--- src/rtl/rf_2p_fifo_ctrl_pkg.sv ---
// Shared constants and helpers for the RF_2P streaming FIFO controller.
package rf_2p_fifo_ctrl_pkg;

  // Words held in the output prefetch buffer.
  localparam int unsigned RF_OB_DEPTH = 2;

  // Pointer increment modulo depth; depth need not be a power of two.
  function automatic int unsigned ptr_wrap(input int unsigned ptr, input int unsigned depth);
    return (ptr >= depth - 1) ? 0 : ptr + 1;
  endfunction

endpackage

--- src/rtl/rf_2p_fifo_ctrl_if.sv ---
// Producer/consumer stream bundle of the RF_2P FIFO controller.
// Signal directions are named from the controller's point of view.
interface rf_2p_fifo_ctrl_if #(
  parameter int unsigned DWD  = 16,
  parameter int unsigned SIZE = 1,
  parameter int unsigned CWD  = 4
);

  logic                  i_clear;
  logic                  i_in_valid;
  logic                  o_in_ready;
  logic [DWD*SIZE-1:0]   i_in_data;
  logic                  o_out_valid;
  logic                  i_out_ready;
  logic [DWD*SIZE-1:0]   o_out_data;
  logic [CWD-1:0]        o_count;

  modport slave (
    input  i_clear, i_in_valid, i_in_data, i_out_ready,
    output o_in_ready, o_out_valid, o_out_data, o_count
  );

  modport master (
    output i_clear, i_in_valid, i_in_data, i_out_ready,
    input  o_in_ready, o_out_valid, o_out_data, o_count
  );

endinterface

--- src/rtl/rf_2p_fifo_ctrl_ob_buf.sv ---
// Two-entry output prefetch buffer: filled from RF read returns, drained by the consumer.
module rf_2p_fifo_ctrl_ob_buf
  import rf_2p_fifo_ctrl_pkg::*;
#(
  parameter int unsigned W = 16
) (
  input  logic         i_clk,
  input  logic         i_rst,
  input  logic         i_clear,
  input  logic         i_push,
  input  logic [W-1:0] i_data,
  input  logic         i_pop,
  output logic [1:0]   o_occ,
  output logic         o_valid,
  output logic [W-1:0] o_data
);

  logic [W-1:0] r_mem [RF_OB_DEPTH];
  logic         r_wr_idx;
  logic         r_rd_idx;
  logic [1:0]   r_occ;

  // Storage, indices and occupancy; clear empties the buffer but leaves stale data in place.
  always_ff @(posedge i_clk or posedge i_rst) begin
    if (i_rst) begin
      for (int i = 0; i < int'(RF_OB_DEPTH); i++) r_mem[i] <= '0;
      r_wr_idx <= 1'b0;
      r_rd_idx <= 1'b0;
      r_occ    <= 2'd0;
    end else if (i_clear) begin
      r_wr_idx <= 1'b0;
      r_rd_idx <= 1'b0;
      r_occ    <= 2'd0;
    end else begin
      if (i_push) begin
        r_mem[r_wr_idx] <= i_data;
        r_wr_idx        <= ~r_wr_idx;
      end
      if (i_pop) r_rd_idx <= ~r_rd_idx;
      r_occ <= r_occ + {1'b0, i_push} - {1'b0, i_pop};
    end
  end

  // Head word and occupancy come straight from registers.
  always_comb begin
    o_occ   = r_occ;
    o_valid = (r_occ != 2'd0);
    o_data  = r_mem[r_rd_idx];
  end

endmodule

--- src/rtl/rf_2p_fifo_ctrl.sv ---
// Sequencer that turns one RF_2P register file into a valid/ready streaming FIFO.
// Owns RF pointers and occupancy, hides the 1-cycle read latency behind a 2-entry buffer.
module rf_2p_fifo_ctrl
  import rf_2p_fifo_ctrl_pkg::*;
#(
  parameter int unsigned DEPTH = 12,
  parameter int unsigned DWD   = 16,
  parameter int unsigned SIZE  = 1,
  parameter int unsigned AWD   = $clog2(DEPTH),
  parameter int unsigned CWD   = $clog2(DEPTH + 3)
) (
  input  logic                i_clk,
  input  logic                i_rst,
  rf_2p_fifo_ctrl_if.slave    bus,
  output logic                o_rf_read,
  output logic [AWD-1:0]      o_rf_raddr,
  output logic                o_rf_write,
  output logic [AWD-1:0]      o_rf_waddr,
  output logic [DWD*SIZE-1:0] o_rf_wdata,
  input  logic [DWD*SIZE-1:0] i_rf_rdata
);

  localparam int unsigned DW  = DWD * SIZE;
  localparam int unsigned NWD = $clog2(DEPTH + 1);

  logic [AWD-1:0] r_wptr;
  logic [AWD-1:0] r_rptr;
  logic [NWD-1:0] r_rf_cnt;
  logic           r_inflight;

  logic           w_in_ready;
  logic           w_push;
  logic           w_pop;
  logic           w_issue;
  logic [2:0]     w_ob_need;
  logic [1:0]     w_ob_occ;
  logic           w_ob_valid;
  logic [DW-1:0]  w_ob_data;

  // Handshake decode and RF strobes; reset and clear both suppress RF traffic.
  always_comb begin
    w_in_ready = (r_rf_cnt < NWD'(DEPTH)) & ~bus.i_clear;
    w_push     = bus.i_in_valid & w_in_ready & ~i_rst;
    w_pop      = w_ob_valid & bus.i_out_ready & ~bus.i_clear;
    // Buffer slots still committed after this cycle's pop; a read issues only into a free slot.
    w_ob_need  = 3'(w_ob_occ) + 3'(r_inflight) - 3'(w_pop);
    w_issue    = (r_rf_cnt != '0) & (w_ob_need < 3'(RF_OB_DEPTH)) & ~bus.i_clear & ~i_rst;

    bus.o_in_ready  = w_in_ready;
    bus.o_out_valid = w_ob_valid;
    bus.o_out_data  = w_ob_data;
    bus.o_count     = CWD'(r_rf_cnt) + CWD'(r_inflight) + CWD'(w_ob_occ);

    o_rf_write = w_push;
    o_rf_waddr = r_wptr;
    o_rf_wdata = w_push ? bus.i_in_data : '0;
    o_rf_read  = w_issue;
    o_rf_raddr = r_rptr;
  end

  // Pointer, RF occupancy and in-flight tracking; an entry leaves the RF count at issue.
  always_ff @(posedge i_clk or posedge i_rst) begin
    if (i_rst) begin
      r_wptr     <= '0;
      r_rptr     <= '0;
      r_rf_cnt   <= '0;
      r_inflight <= 1'b0;
    end else if (bus.i_clear) begin
      r_wptr     <= '0;
      r_rptr     <= '0;
      r_rf_cnt   <= '0;
      r_inflight <= 1'b0;
    end else begin
      if (w_push)  r_wptr <= AWD'(ptr_wrap(32'(r_wptr), DEPTH));
      if (w_issue) r_rptr <= AWD'(ptr_wrap(32'(r_rptr), DEPTH));
      r_rf_cnt   <= r_rf_cnt + NWD'(w_push) - NWD'(w_issue);
      r_inflight <= w_issue;
    end
  end

  // Read data lands in the buffer the cycle after issue; a clear that cycle drops it.
  rf_2p_fifo_ctrl_ob_buf #(
    .W (DW)
  ) u_ob (
    .i_clk   (i_clk),
    .i_rst   (i_rst),
    .i_clear (bus.i_clear),
    .i_push  (r_inflight),
    .i_data  (i_rf_rdata),
    .i_pop   (w_pop),
    .o_occ   (w_ob_occ),
    .o_valid (w_ob_valid),
    .o_data  (w_ob_data)
  );

  // Issue uses the registered count, so a read never targets the word being written.
  a_no_addr_hazard : assert property (@(posedge i_clk) disable iff (i_rst)
    !(o_rf_read && o_rf_write && (o_rf_raddr == o_rf_waddr)));

endmodule
--- src/flat_wrapper.sv ---
// flat-port wrapper written by rule: the top's interface ports become plain ports
module rf_2p_fifo_ctrl_flat import rf_2p_fifo_ctrl_pkg::*;
#(
  parameter int unsigned DEPTH = 12,
  parameter int unsigned DWD   = 16,
  parameter int unsigned SIZE  = 1,
  parameter int unsigned AWD   = $clog2(DEPTH),
  parameter int unsigned CWD   = $clog2(DEPTH + 3)
)
  (i_clk, i_rst, o_rf_read, o_rf_raddr, o_rf_write, o_rf_waddr, o_rf_wdata, i_rf_rdata, bus_i_clear, bus_i_in_valid, bus_i_in_data, bus_i_out_ready, bus_o_in_ready, bus_o_out_valid, bus_o_out_data, bus_o_count);
  rf_2p_fifo_ctrl_if #(.DWD(DWD), .SIZE(SIZE), .CWD(CWD)) bus_i ();
  input  logic i_clk;
  input  logic i_rst;
  output logic o_rf_read;
  output logic [AWD-1:0] o_rf_raddr;
  output logic o_rf_write;
  output logic [AWD-1:0] o_rf_waddr;
  output logic [DWD*SIZE-1:0] o_rf_wdata;
  input  logic [DWD*SIZE-1:0] i_rf_rdata;
  input wire logic [$bits(bus_i.i_clear)-1:0] bus_i_clear;
  input wire logic [$bits(bus_i.i_in_valid)-1:0] bus_i_in_valid;
  input wire logic [$bits(bus_i.i_in_data)-1:0] bus_i_in_data;
  input wire logic [$bits(bus_i.i_out_ready)-1:0] bus_i_out_ready;
  output wire logic [$bits(bus_i.o_in_ready)-1:0] bus_o_in_ready;
  output wire logic [$bits(bus_i.o_out_valid)-1:0] bus_o_out_valid;
  output wire logic [$bits(bus_i.o_out_data)-1:0] bus_o_out_data;
  output wire logic [$bits(bus_i.o_count)-1:0] bus_o_count;
  assign bus_i.i_clear = bus_i_clear;
  assign bus_i.i_in_valid = bus_i_in_valid;
  assign bus_i.i_in_data = bus_i_in_data;
  assign bus_i.i_out_ready = bus_i_out_ready;
  assign bus_o_in_ready = bus_i.o_in_ready;
  assign bus_o_out_valid = bus_i.o_out_valid;
  assign bus_o_out_data = bus_i.o_out_data;
  assign bus_o_count = bus_i.o_count;
  rf_2p_fifo_ctrl #(.DEPTH(DEPTH), .DWD(DWD), .SIZE(SIZE), .AWD(AWD), .CWD(CWD)) u_core (.i_clk(i_clk), .i_rst(i_rst), .bus(bus_i), .o_rf_read(o_rf_read), .o_rf_raddr(o_rf_raddr), .o_rf_write(o_rf_write), .o_rf_waddr(o_rf_waddr), .o_rf_wdata(o_rf_wdata), .i_rf_rdata(i_rf_rdata));
endmodule
--- config.mk ---
export PLATFORM = sky130hd
export DESIGN_NAME = rf_2p_fifo_ctrl_flat
export DESIGN_NICKNAME = d
export VERILOG_FILES = /design/src/rtl/rf_2p_fifo_ctrl_pkg.sv /design/src/rtl/rf_2p_fifo_ctrl_if.sv /design/src/rtl/rf_2p_fifo_ctrl_ob_buf.sv /design/src/rtl/rf_2p_fifo_ctrl.sv /design/src/flat_wrapper.sv
export SDC_FILE = /design/constraint.sdc
export NUM_CORES = 1
export LEC_CHECK = 0
export CAP_MARGIN = 5
export CORE_MARGIN = 2
export CORE_UTILIZATION = 31
export DETAILED_ROUTE_END_ITERATION = 6
export PLACE_DENSITY_LB_ADDON = 0.1
export RECOVER_POWER = 50
export SLEW_MARGIN = 30
export SYNTH_ARGS = -nofsm -noshare
export SYNTH_HDL_FRONTEND = slang
export SYNTH_SLANG_ARGS = --single-unit
--- constraint.sdc ---
create_clock -name i_clk -period 7.1 [get_ports i_clk]
set_clock_uncertainty 0.1 [all_clocks]
set_input_delay 1.42 -clock i_clk [delete_from_list [all_inputs] [get_ports i_clk]]
set_output_delay 1.42 -clock i_clk [all_outputs]
set_load 0.01 [all_outputs]
==> results of run 1 <==
-- cells in the mapped netlist, drive strengths merged (2+ instances only) --
cell type	count
ha	11
fa	4
and2	16
nand2	7
inv	16
mux2i	4
o21ai	6
a21oi	2
xnor2	5
nand3	5
clkbuf	2
dfrtp	49
clkinv	2
nor2b	8
nor2	10
xor2	2
mux2	50
buf	6
-- power by group --
part	total [mW]	switching, mW	internal, mW	leakage [nW]
clock	0.171	0.0939	0.0772	0.0433
sequential	0.446	0.0712	0.375	0.642
combinational	0.563	0.208	0.356	0.963
total	1.18	0.373	0.808	1.65
-- worst paths after layout --
check | startpoint | cells after the start | slack [ns] | end
max | bus_i_clear | 12 | 0.96 | o_rf_read
min | u_core.u_ob.r_mem[21]$_DFFE_PP0P_ | 1 | 0.40 | u_core.u_ob.r_mem[21]$_DFFE_PP0P_
max reg2reg | u_core.u_ob.o_occ[1]$_DFF_PP0_ | 16 | 3.37 | u_core.r_rf_cnt[3]$_DFF_PP0_
min reg2reg | u_core.u_ob.r_mem[21]$_DFFE_PP0P_ | 1 | 0.40 | u_core.u_ob.r_mem[21]$_DFFE_PP0P_
max in group asynchronous | i_rst | 2 | 3.81 | u_core.u_ob.r_mem[20]$_DFFE_PP0P_
min in group asynchronous | i_rst | 2 | 2.11 | u_core.u_ob.o_occ[1]$_DFF_PP0_
-- cell usage in the layout (no fill, tap or decap) --
cell type        count
o21ai_0              6
nor3_1               1
nand2b_1             1
clkinvlp_2           1
dfrtp_1             49
ha_1                11
or2_2                1
inv_1               15
xor2_1               2
fa_1                 4
clkdlybuf4s50_1     74
o211ai_1             1
a21oi_1              2
mux2_1               1
or3b_2               1
nor2_1              10
and4b_1              1
clkinvlp_4           1
and2_1              16
nand2_1              7
nand4_2              1
mux2i_1              4
xnor2_1              5
o22ai_1              1
clkbuf_1             1
clkbuf_8             6
mux2_2              49
clkinv_4             1
dlygate4sd3_1       10
nand3_1              4
nand3_2              1
nor2b_1              8
or4b_4               1
clkinv_1             1
a21o_1               1
-- cell families after synthesis --
kind of cell,Yosys count
AO/OA/AOI/OAI,11
multiplexers,54
buffers and inverters,26
XOR/XNOR,7
AND/OR/NAND/NOR,53
flip-flops,49
adder cells (fa/ha/maj),15
-- area by class of cell --
type	count	area [sq um]
clock inverter	1	7.51
clock buffer	6	82.6
fill	794	4600
multi-input combinational	140	1250
timing repair buffer	85	845
sequential	49	1230
tap	105	131
inverter	18	73.8
-- critical path, delay by kind of cell --
| family | cells | cell delay (ns) |
|---|---|---|
| buffers and inverters | 6 | 1.85 |
| adders and majority gates | 3 | 0.79 |
| xor gates and xnor gates | 1 | 0.18 |
| and+or+nand+nor | 2 | 0.37 |
-- through the flow --
stage | util | cells
after floorplan | - | 215
after global placement | 0.431 | 397
after detailed placement | 0.431 | 397
after CTS | 0.442 | 404
after global routing | 0.440 | 404
final | 0.440 | 404
-- state kept, by name (all words and copies together) (netlist names) --
name,flops
u_core.u_ob.r_wr_idx,1
u_core.r_inflight,1
u_core.o_rf_raddr,4
u_core.r_rf_cnt,4
u_core.u_ob.o_occ,2
u_core.o_rf_waddr,4
u_core.u_ob.r_rd_idx,1
u_core.u_ob.r_mem,32
-- routing by layer --
metal,GRT usage,wire length (microns)
met4,0.0357,64
met2,0.206,2440
met1,0.153,2510
met3,0.0298,383
met5,0,0
==> impl_metrics.json, run 1 <==
{
  "critPathMaxStageDelay_ns": 0.54,
  "gp_congestion": 0.731,
  "fp.dieW_microns": 95.9,
  "synth_edf_count": 0,
  "fmax_mhz": 163,
  "synthSimpleGateAreaFrac": 0.121,
  "avgSynthCellArea_sq_um": 12.2,
  "nNetsFinal": 351,
  "endpoint_kind": "output pin",
  "synthesis.area_sq_um": 2620,
  "worstSetupStartpointType": "primary input",
  "clockRootBuffer": "clkbuf_8",
  "hpwl_mm": 3.81,
  "period_minus_slack_ns": 6.14,
  "cts_buffers": 5,
  "synth.distinct_cells": 33,
  "synth_top_family_by_area": "multiplexers",
  "total_power_mw": 1.18,
  "report.final.hold_viol_count": 0,
  "clkTransAtPathRegs_ns": 0.09,
  "synth_seq_cells": 49,
  "core_sq_um": 8220,
  "wirelength_mm": 5.40,
  "power_density_nw_per_um2": 326,
  "io_pins": 85,
  "vdd.ir_drop.worst_v": 0.000158,
  "cts_tree": "built",
  "setup_tns_ns": 0,
  "placed_area_sq_um": 3540,
  "p_leak_nw": 1.65,
  "cts.sinks": 49,
  "syn-num-nets": 267,
  "synth_cells": 215,
  "cts_hold_buf": 0,
  "fin_crit_sh": 0.865,
  "relSlewSlack": -0.633,
  "holdWs_ns": 0.396,
  "antenna_left": 0,
  "grt_pass1_vias": 1807,
  "diodes": 0,
  "via_count": 1819,
  "grt_start_max_net_pins": 50,
  "fin_ws_ns": 0.962,
  "grt_usage": 0.121,
  "setup_viol": 0,
  "path_cells": "dlygate4sd3_1 -> clkbuf_1 -> nor2_1 -> ha_1 -> inv_1 -> ha_1 -> inv_1 -> fa_1 -> xnor2_1 -> nand4_2 -> inv_1 -> clkdlybuf4s50_1",
  "synthTopCellsByArea": "dfrtp_1, mux2_2, ha_1, and2_1, fa_1",
  "ys_seq_area_frac": 0.468,
  "yosys.area.top_type": "dfrtp_1",
  "grt_pass1_wl_mm": 8.63,
  "numPortBuffers": 84,
  "drt_iter0_markers": 39,
  "place_ws_ns": 1.37,
  "synthToLayoutAreaGrowth_pct": 38.1,
  "cp_max_fo": 16,
  "fin_area_sq_um": 3620,
  "drv_slew": 67,
  "cpMostUsedCell": "inv_1",
  "synthArstFlopShare": 1.00,
  "wire_per_inst_microns": 13.4,
  "drive_above_1_share": 0.211,
  "cpMaxStageDelayCell": "clkbuf_1",
  "synth_xor_area_frac": 0.0234,
  "vias_per_cell": 4.50,
  "dr.pass1.iters": 4,
  "rows": 33,
  "synth-main-ff-cell": "dfrtp_1",
  "initial_utilization": 0.319,
  "crit_arrival_ns": 4.62,
  "antenna_found_initial": 0,
  "die_h_microns": 95.9,
  "maxCapViolCount": 2,
  "synth_mux_area_frac": 0.230,
  "worstSkewPairLatency_ns": 0.30,
  "rsz0062_at_grt": "false",
  "path_class": "in2out",
  "status": "complete, but fails checks",
  "gr-total-overflow": 0,
  "tightest_slew_ns": 2.43,
  "cts_resized": 0,
  "post-route-drc-count": 0,
  "yosysWarnings": 0,
  "h-tree-depth": 2,
  "synth_fa_ha_area_frac": 0.0832,
  "clockBufferDepth": 2,
  "die-area_sq_um": 9190,
  "post-cts-setup-buffer-count": 0,
  "hold_class": "reg2reg",
  "synth_compound_area_frac": 0.0234,
  "required_ns": 5.58,
  "synth_top_area_share": 0.468,
  "violations": "max-capacitance violations, max-slew violations"
}
Power figures use the tool's default switching activity.
==> run 2, diff against run 1 <==
Settings changed: SLEW_MARGIN 30 to 20.
==> run 2 against run 1 <==
Largest cell class unchanged. Flip-flop and latch count did not move. Largest power group unchanged. Highest routed layer unchanged. Sequential share of layout area is the same. Cell area unchanged. Combinational power hardly changed. Worst setup slack better by 0.042 ns. Critical endpoint unchanged. Non-clock buffer count unchanged. The flow still finishes with violations (max-capacitance violations, max-slew violations). Sequential power hardly changed.
==> impl_metrics.json, run 2 (same netlist as run 1, synthesis figures left out) <==
{
  "core_sq_um": 8220,
  "drt_iter0_markers": 32,
  "tightest_slew_ns": 2.40,
  "grt_pass1_vias": 1803,
  "path_class": "in2out",
  "register_area_sq_um": 1230,
  "cts_hold_buf": 0,
  "antenna_left": 0,
  "report.final.hold_viol_count": 0,
  "required_ns": 5.58,
  "holdPathEnd": "u_core.u_ob.r_mem[21]$_DFFE_PP0P_",
  "antenna_found_initial": 0,
  "drv_slew": 67,
  "dpl.cell_count": 397,
  "reg2reg_from": "u_core.u_ob.o_occ[1]$_DFF_PP0_",
  "rows": 33,
  "mostFrequentLayoutCells": "clkdlybuf4s50_1, mux2_2, dfrtp_1, and2_1, inv_1",
  "worstSetupStartpointType": "primary input",
  "total_power_mw": 1.18,
  "initial_utilization": 0.319,
  "clockBufferDepth": 2,
  "worstHoldStart": "u_core.u_ob.r_mem[21]$_DFFE_PP0P_",
  "rr_worst_depth": 16,
  "final_common_cell": "clkdlybuf4s50_1",
  "die_h_microns": 95.9,
  "cts.sinks": 49,
  "crit_arrival_ns": 4.58,
  "wire_per_inst_microns": 13.3,
  "post-cts-setup-buffer-count": 0,
  "critPathMaxStageDelay_ns": 0.55,
  "cpMaxStageDelayCell": "clkdlybuf4s50_1",
  "fp.dieW_microns": 95.9,
  "drive_above_1_share": 0.211,
  "top_register": "u_core.u_ob.r_mem",
  "cts_tree": "built",
  "fmax_mhz": 164,
  "hpwl_mm": 3.83,
  "largest_register_ffs": 32,
  "setup_viol": 0,
  "gp_congestion": 0.731,
  "fin_crit_sh": 0.859,
  "die-area_sq_um": 9190,
  "reg2reg_to": "u_core.r_rf_cnt[3]$_DFF_PP0_",
  "hold_class": "reg2reg",
  "period_minus_slack_ns": 6.10,
  "fin_ws_ns": 1.00,
  "nNetsFinal": 351,
  "instances_no_fill": 404,
  "io_pins": 85,
  "holdPathStages": 1,
  "dr.pass1.iters": 4,
  "via_count": 1830,
  "setup_tns_ns": 0,
  "vias_per_cell": 4.53,
  "r2r_setup_slack_ns": 3.35,
  "cts_buffers": 5,
  "vdd.ir_drop.worst_v": 0.000157,
  "cpMostUsedCell": "inv_1",
  "clockRootBuffer": "clkbuf_8",
  "clkTransAtPathRegs_ns": 0.09,
  "h-tree-depth": 2,
  "multi_input_area_sq_um": 1250,
  "grt_usage": 0.121,
  "p_leak_nw": 1.65,
  "endpoint_kind": "output pin",
  "cp_max_fo": 16,
  "place_ws_ns": 1.35,
  "grt_pass1_wl_mm": 8.66,
  "post-route-drc-count": 0,
  "violations": "max-capacitance violations, max-slew violations",
  "num-fill-cells": 798,
  "maxCapViolCount": 2,
  "path_cells": "clkdlybuf4s50_1 -> clkbuf_1 -> nor2_1 -> ha_1 -> inv_1 -> ha_1 -> inv_1 -> fa_1 -> xnor2_1 -> nand4_2 -> inv_1 -> clkdlybuf4s50_1",
  "worstSkewPairLatency_ns": 0.30,
  "diodes": 0,
  "cts_resized": 0,
  "rsz0062_at_grt": "false",
  "power_density_nw_per_um2": 326,
  "grt_start_max_net_pins": 50,
  "wirelength_mm": 5.39,
  "synthToLayoutAreaGrowth_pct": 38.1,
  "numPortBuffers": 84,
  "status": "complete, but fails checks",
  "gr-total-overflow": 0,
  "relSlewSlack": -0.613
}
-- run 2: changes by cell type in the layout (fill, tap and decap cells not counted), sizes merged --
cell,delta
clkdlybuf4s50,+1
dlygate4sd3,-1
-- run 2: area by class of cell --
class / instances / area share
clock buffer: 6 / 0.0228
clock inverter: 1 / 0.00208
inverter: 18 / 0.0204
multi-input combinational: 140 / 0.346
sequential: 49 / 0.339
tap: 105 / 0.0363
timing repair buffer: 85 / 0.234
-- run 2: worst max path at each step --
| stage | to | slack [ns] | cells after the start | from |
|---|---|---|---|---|
| 2_1_floorplan | o_rf_read | 2.33 | 11 | bus_i_clear |
| 3_3_place_gp | o_rf_read | 1.42 | 12 | bus_i_clear |
| 3_5_place_dp | o_rf_read | 1.35 | 12 | bus_i_clear |
| 4_1_cts | o_rf_read | 1.33 | 12 | bus_i_clear |
| 5_1_grt | o_rf_read | 0.72 | 12 | bus_i_clear |
| 6_report | o_rf_read | 1.00 | 12 | bus_i_clear |
-- run 2: critical path, delay by kind of cell --
kind / cells / cell delay (ns)
buf+inv: 6 / 1.80
fa+ha+maj: 3 / 0.79
simple gates: 2 / 0.37
xor+xnor: 1 / 0.19
-- run 2: metrics by stage --
stage / hold slack [ns] / instance area [sq um] / util
after floorplan: 0.354 / 2620 / -
after global placement: 0.366 / 3540 / 0.431
after detailed placement: 0.381 / 3540 / 0.431
after CTS: 0.402 / 3630 / 0.442
after global routing: 0.422 / 3620 / 0.440
final: 0.394 / 3620 / 0.440
-- run 2: power breakdown --
group	internal (mW)	switching (mW)	leakage, nW
clock network	0.0772	0.0926	0.0433
registers	0.375	0.0702	0.642
logic	0.356	0.208	0.963
total	0.808	0.371	1.65
-- run 2: metal layers --
layer | track usage | vias up | wire length [microns] | part of all wire
met2 | 0.205 | 60 | 2450 | 0.45
met1 | 0.154 | 879 | 2480 | 0.46
met3 | 0.0313 | 6 | 393 | 0.073
li1 | - | 885 | - | -
met4 | 0.0357 | 0 | 65 | 0.012
met5 | 0 | - | 0 | 0
